[src/rtl/rr_arb4_16.sv]
// Four-source round-robin arbiter feeding a small output FIFO (WIDTH-bit words, DEPTH entries).
// Latency: a word granted at edge N is on OUT after edge N when the FIFO was empty; grant/s are combinational.
// Backpressure: grants only while a slot is free or the head is popped this cycle; all readies low otherwise.
module rr_arb4_16 #(
  parameter int WIDTH = 16,
  parameter int DEPTH = 2
) (
  input  logic                     clk,
  input  logic                     rst_n,
  input  logic [WIDTH-1:0]         W,
  input  logic [WIDTH-1:0]         X,
  input  logic [WIDTH-1:0]         Y,
  input  logic [WIDTH-1:0]         Z,
  input  logic                     w_valid,
  input  logic                     x_valid,
  input  logic                     y_valid,
  input  logic                     z_valid,
  output logic                     w_ready,
  output logic                     x_ready,
  output logic                     y_ready,
  output logic                     z_ready,
  output logic [1:0]               s,
  output logic [WIDTH-1:0]         OUT,
  output logic                     out_valid,
  input  logic                     out_ready,
  output logic [$clog2(DEPTH):0]   count
);

  localparam int PW = $clog2(DEPTH);
  localparam int CW = $clog2(DEPTH) + 1;
  localparam logic [CW-1:0] DEPTH_C = CW'(DEPTH);

  // Arbitration state: last winner (lowest priority next) and the index shown on s when idle.
  logic [1:0]       last_q, last_d;
  logic [1:0]       s_q, s_d;

  // FIFO state.
  logic [WIDTH-1:0] mem_q [DEPTH];
  logic [WIDTH-1:0] mem_d [DEPTH];
  logic [PW-1:0]    wr_ptr_q, wr_ptr_d;
  logic [PW-1:0]    rd_ptr_q, rd_ptr_d;
  logic [CW-1:0]    count_q, count_d;

  // Combinational arbitration signals.
  logic [3:0]       valid_vec;
  logic [3:0]       ready_vec;
  logic [1:0]       cand;
  logic [1:0]       gnt_idx;
  logic             found;
  logic             space;
  logic             gnt_vld;
  logic             pop;
  logic [WIDTH-1:0] din;

  assign valid_vec = {z_valid, y_valid, x_valid, w_valid};

  // Head is always a registered value, so nothing on the input side reaches OUT combinationally.
  assign out_valid = (count_q != '0);
  assign OUT       = mem_q[rd_ptr_q];
  assign count     = count_q;

  // A pop in the same cycle frees a slot, which keeps full-rate streaming when the FIFO is full.
  assign pop   = out_valid & out_ready;
  assign space = (count_q < DEPTH_C) | pop;

  // Rotating priority search starting just after the previous winner.
  always_comb begin
    found   = 1'b0;
    gnt_idx = last_q;
    cand    = last_q;
    for (int k = 1; k <= 4; k++) begin
      cand = last_q + 2'(k);
      if (!found && valid_vec[cand]) begin
        found   = 1'b1;
        gnt_idx = cand;
      end
    end
  end

  // Grant qualification and output decode; reset holds every ready low even with valids high.
  always_comb begin
    gnt_vld   = rst_n & space & found;
    ready_vec = 4'b0000;
    s         = s_q;
    if (gnt_vld) begin
      ready_vec = 4'b0001 << gnt_idx;
      s         = gnt_idx;
    end
    w_ready = ready_vec[0];
    x_ready = ready_vec[1];
    y_ready = ready_vec[2];
    z_ready = ready_vec[3];
  end

  // Data select for the winning channel.
  always_comb begin
    din = W;
    case (gnt_idx)
      2'd0:    din = W;
      2'd1:    din = X;
      2'd2:    din = Y;
      default: din = Z;
    endcase
  end

  // Next-state for the round-robin pointer and the idle value of s.
  always_comb begin
    last_d = last_q;
    s_d    = s_q;
    if (gnt_vld) begin
      last_d = gnt_idx;
      s_d    = gnt_idx;
    end
  end

  // Next-state for FIFO storage, pointers and occupancy; push and pop together leave count unchanged.
  always_comb begin
    mem_d    = mem_q;
    wr_ptr_d = wr_ptr_q;
    rd_ptr_d = rd_ptr_q;
    count_d  = count_q;
    if (gnt_vld) begin
      mem_d[wr_ptr_q] = din;
      wr_ptr_d        = wr_ptr_q + PW'(1);
    end
    if (pop) begin
      rd_ptr_d = rd_ptr_q + PW'(1);
    end
    case ({gnt_vld, pop})
      2'b10:   count_d = count_q + CW'(1);
      2'b01:   count_d = count_q - CW'(1);
      default: count_d = count_q;
    endcase
  end

  // Arbitration registers; last=3 on reset gives W first priority.
  always_ff @(posedge clk or negedge rst_n) begin
    if (!rst_n) begin
      last_q <= 2'd3;
      s_q    <= 2'd0;
    end else begin
      last_q <= last_d;
      s_q    <= s_d;
    end
  end

  // FIFO registers; reset discards contents and zeroes the head word.
  always_ff @(posedge clk or negedge rst_n) begin
    if (!rst_n) begin
      wr_ptr_q <= '0;
      rd_ptr_q <= '0;
      count_q  <= '0;
      for (int i = 0; i < DEPTH; i++) begin
        mem_q[i] <= '0;
      end
    end else begin
      wr_ptr_q <= wr_ptr_d;
      rd_ptr_q <= rd_ptr_d;
      count_q  <= count_d;
      for (int i = 0; i < DEPTH; i++) begin
        mem_q[i] <= mem_d[i];
      end
    end
  end

endmodule
[config.mk]
export PLATFORM = sky130hd
export DESIGN_NAME = rr_arb4_16
export DESIGN_NICKNAME = d
export VERILOG_FILES = /design/src/rtl/rr_arb4_16.sv
export SDC_FILE = /design/constraint.sdc
export NUM_CORES = 1
export LEC_CHECK = 0
export CELL_PAD_IN_SITES_DETAIL_PLACEMENT = 0
export CELL_PAD_IN_SITES_GLOBAL_PLACEMENT = 1
export CORE_UTILIZATION = 34
export DETAILED_ROUTE_END_ITERATION = 10
export GPL_TIMING_DRIVEN = 0
export PLACE_DENSITY = 0.92
export SETUP_SLACK_MARGIN = 0.5
export SYNTH_ARGS = -nofsm -noshare
export SYNTH_HDL_FRONTEND = slang
export SYNTH_SLANG_ARGS = --single-unit
export TNS_END_PERCENT = 20
[constraint.sdc]
create_clock -name clk -period 3.6 [get_ports clk]
set_input_delay 0.72 -clock clk [delete_from_list [all_inputs] [get_ports clk]]
set_output_delay 0.72 -clock clk [all_outputs]
set_load 0.01 [all_outputs]
Word-level counts from Yosys, hierarchy flattened
Index checks and enable logic that the tools add are counted.

word-level totals
  flip-flop bits (word level) = 40
  bits of input ports = 71
  output and inout bits = 25
  word-level logic and storage cells = 69

operators by class
  add/subtract/negate cells = 7
  magnitude comparators = 8
  eq/ne operators = 4
  shift operators = 1
  multiplexer cells = 26
  bitwise logic cells = 6
  reduce and logical (&&, ||, !) cells = 10

operators by type and width
  cell                                                                           count
  16-bit 2-to-1 mux                                                              4
  16-bit case mux with 3 select lines                                            1
  32-bit bitwise mux                                                             1
  16-bit demux with 1-bit select                                                 1
  2-bit by 3-bit less-than comparator with 1-bit output (second input constant)  4
  2-bit 2-to-1 mux                                                               5
  1-bit binary-select mux with 2-bit select                                      4
  1-bit 2-to-1 mux                                                               8
  2-bit by 1-bit adder with 2-bit output (second input constant)                 2
  2-bit adder (second input constant)                                            2
  2-bit by 1-bit == test with 1-bit output (second input constant)               2
  2-bit == test (second input constant)                                          2
  2-bit >= comparator (second input constant)                                    2
  1-bit logical AND                                                              4
  4-bit 2-to-1 mux                                                               1
  1-bit NOT with 2-bit output                                                    2
  2-bit case mux with 2 select lines                                             1
  2-bit nonzero test                                                             2
  1-bit by 2-bit left shift with 4-bit output (first input constant)             1
  1-bit bitwise AND                                                              3
  1-bit zero test                                                                3
  1-bit adder (second input constant)                                            2
  2-bit zero test                                                                1
  2-bit by 1-bit less-than comparator with 1-bit output (second input constant)  1
  3 further kinds                                                                3

Logic depth before layout (Yosys ltp)
Gate-level depths: netlist of the first run.

  word-level depth = 16
  mapped depth = 8
  mapped depth without buffers = 7

Worst setup path before layout of the first run
OpenSTA, ideal clock, no wires.

  path kind = input-to-output
  from = in z_valid
  to = out w_ready
  data arrival time = 1820 ps
  data required time = 2880 ps
  path slack = 1060 ps
  stages = 5
  path buffers = 1
  path through = nor2b_2 a21o_1 a221o_1 buf_2 nor3_1

between the ends
  longest elaborated chain between the ends = 14
  elaborated cells between the ends (all ways) = 25
  classes of those cells = shift: 1; mux: 17; bitwise: 1; reduce/logical: 6

RTL lines
  what                                                                                     line    text
  start: declaration                                                                       17      input logic z_valid,
  1-bit binary-select mux with 2-bit select                                                73      if (!found && valid_vec[cand]) begin
  1-bit 2-to-1 mux (implied by the code)                                                   73
  1-bit 2-to-1 mux                                                                         73
  1-bit zero test                                                                          73
  1-bit logical AND                                                                        73
  1-bit 2-to-1 mux                                                                         73
  1-bit zero test                                                                          73
  1-bit logical AND                                                                        73
  1-bit 2-to-1 mux                                                                         73
  1-bit zero test                                                                          73
  1-bit logical AND                                                                        73
  2-bit 2-to-1 mux / 1-bit 2-to-1 mux (equally long branches)                              73
  1-bit by 2-bit left shift with 4-bit output / 1-bit bitwise AND (equally long branches)  86, 82
  4-bit 2-to-1 mux *                                                                       85      if (gnt_vld) begin
  end: declaration                                                                         18      output logic w_ready,

Every way passes the cells marked *; elsewhere a longest branch is shown, timed or not. The select of a mux whose other input is x is not followed.

Final worst setup path of the first run
  from = in w_valid
  to = out s[0]

between the ends
  longest elaborated chain between the ends = 14
  elaborated cells between the ends (all ways) = 24
  classes of those cells = mux: 17; bitwise: 1; reduce/logical: 6

RTL lines
  what                                       line  text
  start: declaration                         14    input logic w_valid,
  1-bit binary-select mux with 2-bit select  73
  1-bit 2-to-1 mux (implied by the code)     73
  1-bit 2-to-1 mux                           73
  1-bit zero test                            73
  1-bit logical AND                          73
  1-bit 2-to-1 mux                           73
  1-bit zero test                            73
  1-bit logical AND                          73
  1-bit 2-to-1 mux                           73
  1-bit zero test                            73
  1-bit logical AND                          73
  1-bit 2-to-1 mux                           73
  1-bit bitwise AND                          82    gnt_vld = rst_n & space & found;
  2-bit 2-to-1 mux *                         85
  end: declaration                           22    output logic [1:0] s,

Marked as above.

==> results of run 1 <==
-- per-layer routing --
layer	wire length [um]	up-vias
met1	3190	1140
met4	123	0
met2	3750	82
li1	-	1139
met3	523	15
met5	0	-
-- worst max-delay path, delay by kind of cell --
kind | cells | cell delay (ps)
buffers and inverters | 4 | 800
AO/OA/AOI/OAI | 2 | 500
multiplexers | 1 | 280
-- layout make-up --
class                           count  area share
Buffer                             21      0.0313
Clock buffer                        7      0.0215
Clock inverter                      1     0.00141
Inverter                            2     0.00211
Multi-Input combinational cell    183       0.365
Sequential cell                    40       0.282
Tap cell                           80      0.0282
Timing Repair Buffer               97       0.268
-- through the flow --
step / hold WS, ps / power (uW) / cells / setup WS [ps]
final: 396 / 2900 / 431 / 571
after floorplan: 424 / 1840 / 246 / 1060
after detailed placement: 460 / 2560 / 421 / -99.2
after global placement: 455 / 2520 / 421 / -1170
after CTS: 402 / 2890 / 431 / 337
after global routing: 424 / 3120 / 431 / 479
-- final timing paths --
kind,to,slack [ps]
max in group asynchronous,last_q[1],2840
worst min register to register,mem_q[23],470
worst max register to register,mem_q[25],1460
min in group clk,mem_q[23],470
worst max-delay path,s[0],570
worst min-delay path,count[1],400
-- cells in the final DEF (no fill, tap or decap), types with 3 or more instances in the layout --
master | Yosys | routed
mux2_2 | 18 | 18
clkbuf_8 | 0 | 5
buf_4 | 1 | 7
nor3_1 | 4 | 4
nand2_1 | 37 | 36
o31ai_1 | 33 | 33
clkbuf_2 | 0 | 4
and3_1 | 32 | 32
clkdlybuf4s50_1 | 0 | 84
dlygate4sd2_1 | 0 | 7
a211oi_1 | 32 | 32
dfrtp_1 | 38 | 38
clkbuf_1 | 14 | 12
nand2b_1 | 3 | 3
-- registers in the layout, indices dropped and copies added (netlist names) --
register	count
last_q	2
rd_ptr_q	1
count	2
wr_ptr_q	1
s_q	2
mem_q	32
-- power groups by stage --
stage,logic [uW],registers (uW),clock network [uW]
after global routing,1960,843,316
after global placement,1720,797,0
after detailed placement,1750,810,0
after floorplan,1050,785,0
after CTS,1790,808,295
final,1790,812,290
-- cells by family (layout without fill, tap and decap cells) --
family / count (synthesis) / after routing / share of synthesized area
xor+xnor: 4 / 4 / 0.0148
flops: 40 / 40 / 0.424
simple gates: 87 / 87 / 0.186
mux: 18 / 18 / 0.0857
fa+ha+maj: 1 / 1 / 0.00529
compound gates: 73 / 73 / 0.240
buf+inv: 23 / 128 / 0.0434
-- timing repair --
action,CTS,global route
pin swaps,3,0
buffers inserted,2,0
endpoints found under the setup margin,15,15
resized for setup,28,9
==> impl_metrics.yaml, run 1 <==
floorplan:
  fp.dieH_um: 85.4
  ios: 96
  die_w_um: 85.4
  core_mm2: 0.00676
  start_util: 0.350
  dieArea_mm2: 0.00729
  rows: 30
grt:
  grt_pass1_wl_mm: 12.2
  overflow: 0
  grtUsageTotal: 0.219
  busiest_layer: "met2"
  grt_util_met1: 0.280
  met2_usage: 0.371
  grt_start_max_net_pins: 44
  grt_antenna_before_repair: 0
  use_met3: 0.0525
  grt_pass1_vias: 2389
clocking:
  cts_buffers: 5
  clk_pin_slew_ps: 70
  clock_tree.root_cell: "clkbuf_8"
  postCtsHoldBufs: 0
  clock_latency_ps: 300
  cts_num_sinks: 40
  htreeDepth: 2
  cts_tree: "done"
  cts_max_path_buffers: 2
timing:
  setup_viol_count_final: 0
  fin_crit_ps: 3030
  slew_headroom: 0.590
  finalHoldViolCount: 0
  finClkSkew_ps: 2.77
  worst_slew_pin_slew_ps: 615
  period_share: 0.841
  finalMaxSlewViolations: 0
  max_clock_freq_mhz: 330
  fin_tns_setup_ps: 0
  rsz0062_at_grt: "yes"
critical_path:
  worstPathCellList: "dlygate4sd2_1 -> inv_1 -> a21o_1 -> a221o_1 -> buf_4 -> mux2_2 -> dlygate4sd2_1"
  startpoint: "w_valid"
  worstSetupStartpointType: "input pin"
  critical_path_arrival_ps: 2310
  endpoint_kind: "primary output"
  reg2reg_depth: 6
  crit_path_max_incr_delay_ps: 310
  crit_fanout: 10
  worstSetupPathType: "in2out"
  required_ps: 2880
  cp_slowest_cell: "a221o_1"
  crit_top_cell: "dlygate4sd2_1"
  r2r-start: "last_q[0]"
detailed_routing:
  drc: 0
  drt_iter0_markers: 137
  routed_wl_mm: 7.58
  drtAntennaViolNets: 0
  firstDrtPassIters: 4
  vias: 2376
  wire_per_inst_um: 17.6
  routed_via_density: 5.51
finish:
  seqCellArea_mm2: 0.00100
  multiInputGateArea_mm2: 0.00130
  area_delta_synth_final_pct: 50.3
  nets: 422
  design_area_mm2: 0.00355
  n_fill_cell: 641
  final_util: 0.526
  n_antenna_cell: 0
  drive_gt1_frac: 0.145
power_and_ir_drop:
  leakagePower_uw: 0.00154
  ir_drop_mv: 0.326
  combPwrFrac: 0.619
  power_density_mw_per_mm2: 815
  seqPwrFrac: 0.280
  clock_power_share: 0.100
  netSwitchingFraction: 0.420
  p_int_uw: 1680
  p_switching_uw: 1220
yosys:
  syn-cell-area_mm2: 0.00236
  async_flop_share: 1.00
  ys_types: 32
  avgSynthCellArea_um2: 9.61
  yosys_warnings: 0
  syn_nets: 318
  synth-edff-count: 0
  synth_top_area_frac: 0.402
  synth_largest_area_cell: "dfrtp_1"
  ys_ff_latch: 40
  synth_common_cells: "dfrtp_1, nand2_1, o31ai_1"
  syn-instance-count: 246
  yosysSeqAreaShare: 0.424
  synth_ff_type: "dfrtp_1"
  synth.most_common_cell: "dfrtp_1"
  yosys-top-cells-area: "dfrtp_1, o31ai_1, a211oi_1"
job:
  drv_cap: 0
placement:
  place_area_mm2: 0.00341
  dpl.hpwl_mm: 5.42
  port_buffers: 95
  place_congestion: 0.830
run_status:
  status: "finished clean"
min_path:
  hp-class: "in2async"
(Power assumes the default switching activity.)
==> inputs of run 2 (changes only) <==
--- a/config.mk
+++ b/config.mk
@@ -7,10 +7,10 @@
 export LEC_CHECK = 0
 export CELL_PAD_IN_SITES_DETAIL_PLACEMENT = 0
 export CELL_PAD_IN_SITES_GLOBAL_PLACEMENT = 1
-export CORE_UTILIZATION = 34
+export CORE_UTILIZATION = 29
 export DETAILED_ROUTE_END_ITERATION = 10
 export GPL_TIMING_DRIVEN = 0
-export PLACE_DENSITY = 0.92
+export PLACE_DENSITY = 0.84
 export SETUP_SLACK_MARGIN = 0.5
 export SYNTH_ARGS = -nofsm -noshare
 export SYNTH_HDL_FRONTEND = slang
==> constraint.sdc (replaced) <==
create_clock -name clk -period 2.6 [get_ports clk]
set_input_delay 0.52 -clock clk [delete_from_list [all_inputs] [get_ports clk]]
set_output_delay 0.52 -clock clk [all_outputs]
set_load 0.01 [all_outputs]
==> run 2 against run 1 <==
  * Power is 53% higher
  * Register-to-register slack worse by 1000 ps
  * Critical endpoint unchanged
  * Non-clock buffer count is 18 higher
  * Combinational power is 63% higher
  * Utilization is 2.8 points lower
  * Clock power is 37% higher
  * Clock skew is 1.2 ps higher
  * Via count is 3.7% higher
  * First-iteration DRC count is 39% lower
  * Sequential cell count stayed put
==> impl_metrics.yaml, run 2 (same netlist as run 1, synthesis figures left out) <==
critical_path:
  reg2reg_depth: 9
  worstSetupStartpointType: "flop"
  required_ps: 2080
  critical_path_arrival_ps: 1990
  crit_top_cell: "buf_6"
  critPathBufInv: 3
  endpoint_kind: "primary output"
  crit_fanout: 5
  cp_slowest_cell: "dfstp_2"
  path_depth: 7
  critPathTopFamily: "flip-flops"
  crit_path_max_incr_delay_ps: 570
  worstPathCellList: "nand2b_4 -> buf_6 -> a21oi_4 -> a221o_1 -> buf_6 -> mux2_4 -> buf_6"
  worstSetupPathType: "reg2out"
finish:
  multiInputGateArea_mm2: 0.00141
  mostFrequentLayoutCell: "clkdlybuf4s50_1"
  n_antenna_cell: 0
  n_fill_cell: 765
  drive_gt1_frac: 0.247
  seqCellArea_mm2: 0.00100
  final_cell_mix: "clkdlybuf4s50_1, dfrtp_1, nand2_1"
  area_delta_synth_final_pct: 64.3
  nets: 440
  largest_register_ffs: 32
  regMostFlops: "mem_q"
  fin_cells: 470
detailed_routing:
  routed_wl_mm: 8.33
  drtAntennaViolNets: 0
  drt_iter0_markers: 83
  vias: 2463
  firstDrtPassIters: 4
  drc: 0
  wire_per_inst_um: 17.7
  routed_via_density: 5.24
timing:
  setup_viol_count_final: 0
  worst_slew_pin_slew_ps: 618
  finalHoldViolCount: 0
  max_clock_freq_mhz: 398
  fin_crit_ps: 2510
  finalMaxSlewViolations: 0
  rsz0062_at_grt: "yes"
  finClkSkew_ps: 3.97
  timing.final.ws_setup_ps: 89.1
  period_share: 0.966
  slew_headroom: 0.588
clocking:
  clock_latency_ps: 290
  clk_pin_slew_ps: 80
  cts_max_path_buffers: 2
  cts_num_sinks: 40
  clock_tree.root_cell: "clkbuf_8"
  postCtsHoldBufs: 0
  cts_tree: "done"
  cts_buffers: 5
  htreeDepth: 2
min_path:
  hp-class: "in2async"
floorplan:
  dieArea_mm2: 0.00852
  rows: 32
  start_util: 0.303
  fp.dieH_um: 92.3
  die_w_um: 92.3
  ios: 96
  core_mm2: 0.00781
placement:
  dpl.cell_count: 443
  place_congestion: 0.800
  dp_worst_setup_slack_ps: -689
  dpl.hpwl_mm: 5.87
  port_buffers: 95
grt:
  grtUsageTotal: 0.200
  grt_start_max_net_pins: 44
  grt_pass1_wl_mm: 13.2
  grt_antenna_before_repair: 0
  overflow: 0
  grt_pass1_vias: 2531
power_and_ir_drop:
  seqPwrFrac: 0.251
  clock_power_share: 0.090
  power_density_mw_per_mm2: 1140
  ir_drop_mv: 0.472
  netSwitchingFraction: 0.415
  p_int_uw: 2590
  combPwrFrac: 0.659
  p_switching_uw: 1830
  leakagePower_uw: 0.00169
job:
  drv_cap: 0
run_status:
  status: "finished clean"
run 2: changes by cell type in the layout (fill, tap and decap cells not counted), sizes merged:
cell,change
clkbuf,-2
dlygate4sd2,-1
clkdlybuf4s50,-5
buf,+25
clkdlybuf4s15,+1
dlymetal6s2s,-1
run 2: path summary, 6_finish.rpt:
check                             to  slack, ps  startpoint
max                             s[0]         90   last_q[0]
min                        mem_q[24]        140       rst_n
max reg2reg                 mem_q[6]        460   last_q[0]
min reg2reg                mem_q[29]        480   mem_q[29]
max in group asynchronous  last_q[1]       2130       rst_n
min in group clk           mem_q[29]        480   mem_q[29]
run 2: through the flow:
| step | TNS (ps) | instance area, um^2 | power, uW | hold slack, ps | utilization |
|---|---|---|---|---|---|
| floorplan | 0 | 2360 | 2540 | 224 | - |
| CTS | 0 | 3760 | 4250 | 227 | 0.482 |
| global route | 0 | 3890 | 4730 | 159 | 0.498 |
| finish | 0 | 3890 | 4420 | 141 | 0.498 |
| detailed placement | -5870 | 3440 | 3570 | 462 | 0.440 |
| global placement | -47730 | 3440 | 3520 | 455 | 0.441 |
run 2: metal layers:
metal	vias up	GRT usage	part of all wire
li1	1173	-	-
met1	1197	0.270	0.44
met2	77	0.320	0.48
met3	16	0.0435	0.055
met4	0	0.0573	0.019
met5	-	0	0
run 2: power groups by stage:
stage,logic (uW),clock network [uW],registers (uW)
floorplan,1460,0,1090
global placement,2410,0,1110
detailed placement,2440,0,1130
CTS,2740,396,1110
global route,3160,420,1140
finish,2920,396,1110
run 2: final cells by class:
class                           count  area share
Timing Repair Buffer              115       0.281
Clock buffer                        6      0.0187
Multi-Input combinational cell    183       0.363
Inverter                            2     0.00193
Sequential cell                    40       0.258
Buffer                             21      0.0431
Clock inverter                      1     0.00129
Tap cell                          102      0.0328
run 2: timing repair:
| action | 4_1_cts | 5_1_grt |
|---|---|---|
| buffers inserted | 13 | 6 |
| resized for setup | 75 | 27 |
| setup endpoints to repair | 58 | 54 |
| pin swaps | 4 | 7 |
| gates cloned | 1 | 0 |
==> inputs of run 3 (changes only) <==
==> constraint.sdc (replaced) <==
create_clock -name clk -period 2.03 [get_ports clk]
set_input_delay 0.406 -clock clk [delete_from_list [all_inputs] [get_ports clk]]
set_output_delay 0.406 -clock clk [all_outputs]
set_load 0.01 [all_outputs]
==> run 3 against run 2 <==
  * The run now ends with negative setup slack left
  * Utilization rose by 4.4 points
  * Hold slack worse by 45 ps
  * Sequential cell count unchanged
  * Clock power is 31% higher
  * Critical endpoint unchanged
  * Largest cell class unchanged
  * Largest power group unchanged
==> impl_metrics.yaml, run 3 (same netlist as run 1, synthesis figures left out) <==
clocking:
  clock_tree.root_cell: "clkbuf_8"
  clock_latency_ps: 290
  cts_num_sinks: 40
  cts_max_path_buffers: 2
  postCtsHoldBufs: 0
  cts_tree: "done"
  clk_pin_slew_ps: 80
  htreeDepth: 2
  cts_buffers: 5
min_path:
  hp-class: "in2async"
power_and_ir_drop:
  combPwrFrac: 0.701
  power_density_mw_per_mm2: 1550
  seqPwrFrac: 0.220
  p_switching_uw: 2710
  netSwitchingFraction: 0.414
  p_int_uw: 3830
  clock_power_share: 0.079
  leakagePower_uw: 0.00184
  ir_drop_mv: 0.658
  p_total_uw: 6540
timing:
  worst_slew_pin_slew_ps: 659
  fin_crit_ps: 2380
  finClkSkew_ps: 4.85
  slew_headroom: 0.560
  max_clock_freq_mhz: 419
  period_share: 1.17
  hold_ws_ps: 95.9
  finalMaxSlewViolations: 0
  rsz0062_at_grt: "yes"
  finalHoldViolCount: 0
  timing.final.ws_setup_ps: -355
  setup_viol_count_final: 11
  fin_tns_setup_ps: -1820
grt:
  grt_pass1_wl_mm: 13.1
  grt_pass1_vias: 2576
  grt_antenna_before_repair: 0
  grt_start_max_net_pins: 44
  grtUsageTotal: 0.198
  overflow: 0
critical_path:
  crit_top_cell: "buf_6"
  worstSetupStartpointType: "flop"
  critPathTopFamily: "flip-flops"
  endpoint_kind: "primary output"
  worstSetupPathType: "reg2out"
  worstPathCellList: "nor2b_4 -> a21o_1 -> a221o_1 -> buf_6 -> mux2_4 -> buf_6"
  crit_fanout: 4
  cp_slowest_cell: "dfstp_2"
  critical_path_arrival_ps: 1980
  required_ps: 1620
  critPathBufInv: 2
  crit_path_max_incr_delay_ps: 580
run_status:
  violations: "negative setup slack"
  status: "complete, but fails checks"
finish:
  area_delta_synth_final_pct: 78.8
  mostFrequentLayoutCell: "clkdlybuf4s50_1"
  n_antenna_cell: 0
  drive_gt1_frac: 0.382
  n_fill_cell: 706
  largest_register_ffs: 32
  final_cell_mix: "clkdlybuf4s50_1, nand2_1, dfrtp_1"
  nets: 448
  regMostFlops: "mem_q"
  design_area_mm2: 0.00423
job:
  drv_cap: 0
detailed_routing:
  drtAntennaViolNets: 0
  wl_met3_um: 512
  drc: 0
  wl_met1_mm: 3.56
  vias: 2484
  firstDrtPassIters: 4
  wire_per_inst_um: 17.7
  routed_via_density: 5.19
  routed_wl_mm: 8.48
  drt_iter0_markers: 125
  wl_met2_mm: 4.27
  route.top_layer_used: "met4"
placement:
  port_buffers: 95
  place_area_mm2: 0.00350
  dpl.hpwl_mm: 5.61
  place_congestion: 0.787
floorplan:
  dieArea_mm2: 0.00852
  die_w_um: 92.3
  core_mm2: 0.00781
  fp.dieH_um: 92.3
  start_util: 0.303
  ios: 96
  rows: 32
run 3: cell count changes in the layout (fill, tap and decap cells not counted), moves of 10 or more:
cell,delta
a211oi_2,+17
mux2_2,-10
mux2_4,+10
buf_6,+19
clkdlybuf4s50_1,-14
a211oi_1,-26
run 3: power groups by stage:
stage          logic, uW  clock network, uW  registers [uW]
2_1_floorplan       1950                  0            1400
3_3_place_gp        3180                  0            1420
3_5_place_dp        3210                  0            1450
4_1_cts             4090                517            1430
5_1_grt             4870                557            1500
6_report            4580                518            1440
run 3: final cells by class:
cell class	instances	area [um^2]	share of cell area
Multi-Input combinational cell	183	1630	0.385
Timing Repair Buffer	123	1210	0.286
Sequential cell	40	1010	0.238
Buffer	21	168	0.0396
Tap cell	102	128	0.0302
Clock buffer	7	76.3	0.0180
Inverter	2	7.51	0.00178
Clock inverter	1	5.00	0.00118
run 3: per-stage QoR:
| stage | setup WS, ps | utilization | cells |
|---|---|---|---|
| 3_5_place_dp | -1010 | 0.449 | 443 |
| 5_1_grt | -412 | 0.542 | 479 |
| 6_report | -355 | 0.542 | 479 |
| 3_3_place_gp | -1880 | 0.449 | 443 |
| 2_1_floorplan | 84.4 | - | 246 |
| 4_1_cts | -374 | 0.514 | 469 |
run 3: worst register-to-register path, stage by stage, from the launching register on:
cell	delay, ps
dfstp_2	580
nor2b_4	60
a21o_1	180
a221o_1	340
buf_6	140
buf_4	140
buf_12	140
a211oi_4	230
o31ai_1	120
run 3: what timing repair did:
| action | in CTS | in global routing |
|---|---|---|
| pin swaps | 31 | 8 |
| buffers inserted | 18 | 10 |
| endpoints found under the setup margin | 64 | 61 |
| cloned | 0 | 0 |
| gates resized for setup | 179 | 35 |
run 3: final timing paths:
kind                           start   endpoint  slack [ps]  depth (start not counted)
hold reg to reg             mem_q[9]   mem_q[9]         480                          2
setup / recovery           last_q[0]       s[0]        -350                          6
min in group clk            mem_q[9]   mem_q[9]         480                          2
hold / removal                 rst_n   mem_q[8]         100                          1
max in group asynchronous      rst_n   count[1]        1520                          1
setup reg to reg           last_q[0]  mem_q[31]         -40                          8
run 3: metal layers:
layer,vias up,global-route usage
met1,1191,0.256
met5,-,0
met4,0,0.0638
li1,1180,-
met2,98,0.337
met3,15,0.0312
==> RTL change 1, RTL diff (flow settings as in run 1) <==
`DEPTH`: 2 -> 4.
--- a/src/rtl/rr_arb4_16.sv
+++ b/src/rtl/rr_arb4_16.sv
@@ -3,7 +3,7 @@
 // Backpressure: grants only while a slot is free or the head is popped this cycle; all readies low otherwise.
 module rr_arb4_16 #(
   parameter int WIDTH = 16,
-  parameter int DEPTH = 2
+  parameter int DEPTH = 4
 ) (
   input  logic                     clk,
   input  logic                     rst_n,
Ports: changed (resized count); port bits go from 96 to 97. The function was not compared with the original's and may differ.
==> RTL change 1 against run 1 <==
Power is 83% higher. Register-to-register slack worse by 140 ps. Sequential cell count is 35 higher. Largest power group unchanged. Via count is 49% higher. The run now ends with DRC left. Sequential share of layout area is 4.8 points higher. Wire length is 65% higher. Maximum frequency is 0.81% lower. Cell area is 60% higher. Worst setup slack worse by 25 ps. Area after synthesis is 75% higher.
==> RTL change 1: results (changes against run 1) <==
| Group | Metric | Value | Change |
| --- | --- | --- | --- |
| logic synthesis | Fraction of the yosys area taken by sequential cells | 0.454 | +0.0300 |
| run status | Status | finished with violations |  |
| setup path | Source of the critical timing path | w_valid |  |
| setup path | Crit path DAT | 2330 ps | +20 ps |
| final layout | Fraction of final layout cells sized beyond drive strength 1 | 0.210 | +0.0646 |
| power and ir drop | Peak ir drop on the vdd network | 0.000370 V | +14% |
| placed design | Dpl hpwl | 8830 µm | +63% |
| logic synthesis | Commonest cells in the netlist | sky130_fd_sc_hd__dfrtp_1, sky130_fd_sc_hd__nand2_1, sky130_fd_sc_hd__o31ai_1 |  |
| clock tree | H-Tree Level Count | 3 | +1 |
| setup path | Critical R2R Launch | last_q[0]$_DFFE_PN1P_ |  |
| final layout | Final net count | 559 | +32% |
| routing | Via count | 3538 | +49% |
| setup path | R2R Path End | mem_q[63]$_DFFE_PN0P_ |  |
| routing | Wire length on met1 | 4950 µm | +55% |
| global route | Via count of the first global-routing pass | 3739 | +57% |
| placed design | DP Cell Count | 611 | +45% |
| routing | Number of remaining DRC errors | 6 | +6 |
| logic synthesis | Syn_nets | 449 | +41% |
| clock tree | CTS buffer count | 9 | +4 |
| sta | Worst hold-check slack | 260 ps | -135 ps |
| global route | Global routing met1 resource utilization | 0.271 | -0.00975 |
| power and ir drop | Static leakage | 2.43 nW | +58% |
| clock tree | CTS root buffer | sky130_fd_sc_hd__clkbuf_16 |  |
| run status | Violations in the final reports | DRC |  |
| logic synthesis | Average size of a mapped cell | 11.1 µm² | +16% |
| placed design | Number of input and output port buffers inserted | 96 | +1.1% |
| clock tree | Skew-Pair Late Insertion Delay | 330 ps | +30 ps |
| placed design | Post-place setup slack | -281 ps | -182 ps |
| sta | Skew final | 4.32 ps | +1.55 ps |
| placed design | Final weighted congestion of routability-driven global placement | 0.787 | -5.2% |
| routing | Count of TritonRoute iterations in the first routing pass | 8 | +4 |
| sta | Worst slew pin tran | 610 ps | -5.02 ps |
| global route | First-pass GRT wire length | 19900 µm | +64% |
| sta | Timing-limited maximum frequency | 328 MHz | -0.81% |
| routing | First DRT Iteration DRCs | 255 | +86% |
| setup path | Depth of the worst register-to-register path | 7 | +1 |
| global route | GRT met2 Usage | 0.341 | -0.0298 |
| global route | GRT met3 Usage | 0.0529 | +0.000387 |
| routing | Final routed wirelength across all metal layers | 12500 µm | +65% |
| logic synthesis | Main area contributors after synthesis | sky130_fd_sc_hd__dfrtp_1, sky130_fd_sc_hd__o31ai_1, sky130_fd_sc_hd__mux4_2 |  |
| global route | Overall track demand over capacity in global routing | 0.209 | -0.0108 |
| global route | Maximum number of pins on one net before global-route repair | 77 | +75% |
| routing | Length of routed met3 wiring | 1100 µm | +110% |
RTL change 1: cell families after synthesis:
kind of cell	share of synthesized area
xor+xnor	0.0127
simple gates	0.141
flops	0.454
compound gates	0.235
fa+ha+maj	0.0200
buf+inv	0.0475
mux	0.0895
RTL change 1: worst max-delay path, stage by stage:
cell and delay, ps:
sky130_fd_sc_hd__dlygate4sd2_1 280, sky130_fd_sc_hd__inv_1 60, sky130_fd_sc_hd__a21o_1 220, sky130_fd_sc_hd__a221o_1 320
sky130_fd_sc_hd__buf_8 170, sky130_fd_sc_hd__buf_12 160, sky130_fd_sc_hd__nor3_2 150, sky130_fd_sc_hd__clkdlybuf4s15_2 240
RTL change 1: timing repair:
| action | CTS | global route |
|---|---|---|
| resized for setup | 38 | 8 |
| pin swaps | 3 | 0 |
| buffers inserted | 3 | 0 |
| cloned | 0 | 0 |
| endpoints found under the setup margin | 15 | 13 |
| hold buffers | 0 | 0 |
RTL change 1: where the power goes:
part / switching [mW] / internal, mW / leakage (nW)
Clock: 0.354 / 0.677 / 0.166
Combinational: 1.52 / 1.29 / 1.33
Sequential: 0.224 / 1.25 / 0.931
RTL change 1: stage by stage:
stage                     area (µm²)   util
after global placement          5280  0.454
after CTS                       5680  0.489
after floorplan                 4140      -
after detailed placement        5270  0.454
after global routing            5690  0.490
final                           5690  0.490
RTL change 1: layout make-up:
type	count	area, µm²
Multi-Input combinational cell	260	2100
Sequential cell	75	1880
Clock buffer	9	225
Clock inverter	6	113
Inverter	8	37.5
Tap cell	143	179
Fill cell	1062	5930
Buffer	29	186
Timing Repair Buffer	99	968
==> RTL change 2, RTL diff (flow settings as in run 1) <==
Without the edit above. Reset style: synchronous (`rst_n`), changed in 2 clocked blocks.
--- a/src/rtl/rr_arb4_16.sv
+++ b/src/rtl/rr_arb4_16.sv
@@ -134,7 +134,7 @@
   end
 
   // Arbitration registers; last=3 on reset gives W first priority.
-  always_ff @(posedge clk or negedge rst_n) begin
+  always_ff @(posedge clk) begin
     if (!rst_n) begin
       last_q <= 2'd3;
       s_q    <= 2'd0;
@@ -145,7 +145,7 @@
   end
 
   // FIFO registers; reset discards contents and zeroes the head word.
-  always_ff @(posedge clk or negedge rst_n) begin
+  always_ff @(posedge clk) begin
     if (!rst_n) begin
       wr_ptr_q <= '0;
       rd_ptr_q <= '0;
Behaviour: differs if rst_n is asserted again (counterexample within 4 cycles, from zero or initial values and one cycle with rst_n low); with rst_n held inactive, the same outputs for 4 cycles.
==> RTL change 2 against run 1 <==
Power shrank 26%. Sequential cell count did not move. Area after synthesis increased by 9.4%. Clock power is 8.6% higher. Critical path depth stayed put. Combinational power shrank 34%. Wire length grew 4.0%. Cell area grew 6.2%. Worst setup slack lost 170 ps. Critical path type unchanged. Largest power group unchanged.
==> RTL change 2: results (changes against run 1) <==
| Group | Metric | Value | Change |
| --- | --- | --- | --- |
| final layout | Top reg by flops | mem_q |  |
| logic synthesis | Count of yosys warnings during synthesis | 0 | unchanged |
| final layout | Count of filler cells inserted in the layout | 717 | +12% |
| clock tree | Largest buffer count on any clock path | 2 | unchanged |
| die | Width of the chip | 89.2 µm | +4.5% |
| routing | Antenna violation net count after detailed routing | 0 | unchanged |
| clock tree | CTS root buffer | sky130_fd_sc_hd__clkbuf_8 |  |
| sta | Final Max Tran Viols | 0 | unchanged |
| global route | Antenna violations before repair | 0 | unchanged |
| placed design | Number of input and output port buffers inserted | 94 | -1.1% |
| global route | Maximum number of pins on one net before global-route repair | 12 | -73% |
| placed design | Final weighted congestion of routability-driven global placement | 0.812 | -2.2% |
| setup path | Crit path DAT | 2480 ps | +170 ps |
| logic synthesis | Fraction of the yosys area taken by sequential cells | 0.309 | -0.115 |
| global route | First-pass GRT wire length | 11900 µm | -1.9% |
| clock tree | Clock transition at the registers of the reported paths | 70 ps | about the same |
| routing | Count of TritonRoute iterations in the first routing pass | 4 | unchanged |
| final layout | Fraction of final layout cells sized beyond drive strength 1 | 0.265 | +0.120 |
| power and ir drop | Static leakage | 1.46 nW | -5.2% |
| logic synthesis | Most used DFF post-synth | sky130_fd_sc_hd__dfxtp_1 |  |
| global route | Overall track demand over capacity in global routing | 0.203 | -0.0165 |
| logic synthesis | Syn_nets | 332 | +4.4% |
| logic synthesis | Async set-or-reset flop fraction in the synthesized netlist | 0 | -1.00 |
| global route | Via count of the first global-routing pass | 2350 | -1.6% |
| placed design | Dpl hpwl | 5860 µm | +8.2% |
| logic synthesis | Main area contributors after synthesis | sky130_fd_sc_hd__dfxtp_1, sky130_fd_sc_hd__a211oi_2, sky130_fd_sc_hd__o31ai_1 |  |
| logic synthesis | Commonest cells in the netlist | sky130_fd_sc_hd__dfxtp_1, sky130_fd_sc_hd__o31ai_1, sky130_fd_sc_hd__a211oi_2 |  |
| clock tree | Skew-Pair Late Insertion Delay | 300 ps | about the same |
| power and ir drop | Peak ir drop on the vdd network | 0.000425 V | +30% |
| sta | Skew final | 3.18 ps | +0.411 ps |
| placed design | Post-place setup slack | 41.9 ps | +141 ps |
| routing | Vias per cell | 5.23 | -5.2% |
| routing | First DRT Iteration DRCs | 88 | -36% |
| setup path | Maximum fanout along the worst path | 10 | unchanged |
| final layout | Final net count | 437 | +3.6% |
| final layout | Max reg flops | 32 | unchanged |
| clock tree | H-Tree Level Count | 2 | unchanged |
| final layout | Ant diodes | 0 | unchanged |
| logic synthesis | Number of unique standard cell types used by synthesis | 46 | +44% |
| run status | Status | completed |  |
| clock tree | CTS buffer count | 5 | unchanged |
| sta | Worst slew pin tran | 557 ps | -58.0 ps |
| routing | DR WL/cell | 17.0 µm | -3.6% |
| min path | Worst hold path type | reg2reg |  |
-- RTL change 2: kinds of logic after synthesis --
kind of cell	after synthesis	share of synthesized area
mux	18	0.0774
xor+xnor	4	0.0135
buf+inv	26	0.0754
simple gates	93	0.219
compound gates	78	0.300
flops	40	0.309
fa+ha+maj	1	0.00483
-- RTL change 2: stage by stage --
step,hold slack (ps),std cells,utilization,instance area [µm²],power (mW)
global placement,430,453,0.501,3650,1.80
finish,454,465,0.517,3770,2.14
global route,476,465,0.517,3770,2.27
CTS,454,465,0.517,3770,2.15
detailed placement,436,453,0.501,3650,1.82
floorplan,421,260,-,2590,1.37
-- RTL change 2: worst max-delay path: stages --
cell and delay (ps):
sky130_fd_sc_hd__dlygate4sd2_1 300, sky130_fd_sc_hd__nand2b_1 170, sky130_fd_sc_hd__a21o_1 220, sky130_fd_sc_hd__and3_4 190
sky130_fd_sc_hd__clkbuf_8 170, sky130_fd_sc_hd__o21ai_0 150, sky130_fd_sc_hd__clkdlybuf4s50_1 560
-- RTL change 2: power breakdown --
group	switching, mW	leakage, nW	internal (mW)
Sequential	0.0743	0.330	0.573
Combinational	0.574	1.08	0.606
Clock	0.159	0.0455	0.156
Total	0.807	1.46	1.34
-- RTL change 2: area by class of cell --
| type | count | share of cell area |
|---|---|---|
| inverters | 4 | 0.00398 |
| multi-input cells | 194 | 0.423 |
| repair buffers | 98 | 0.256 |
| well taps | 99 | 0.0328 |
| clock buffers | 8 | 0.0239 |
| plain buffers | 22 | 0.0484 |
| flip-flops and latches | 40 | 0.212 |
-- RTL change 2: repair_timing --
item | 4_1_cts | 5_1_grt
setup endpoints to repair | 16 | 14
setup buffers | 4 | 0
pin swaps | 2 | 0
gates resized for setup | 7 | 4
-- RTL change 2: worst paths after layout --
kind                          startpoint                endpoint  slack (ps)  depth (start not counted)
hold reg to reg   mem_q[18]$_SDFFE_PN0P_  mem_q[18]$_SDFFE_PN0P_         450                          2
setup / recovery                 y_valid                    s[0]         400                          7
hold / removal    mem_q[18]$_SDFFE_PN0P_  mem_q[18]$_SDFFE_PN0P_         450                          2
setup reg to reg   count[1]$_SDFFE_PN0P_   count[1]$_SDFFE_PN0P_        1810                          5
-- RTL change 2: metal layers --
metal	vias up	wire length (µm)	global-route usage
li1	1192	-	-
met1	1150	3480	0.260
met2	79	3770	0.349
met4	0	94	0.0548
met3	9	541	0.0397
met5	-	0	0
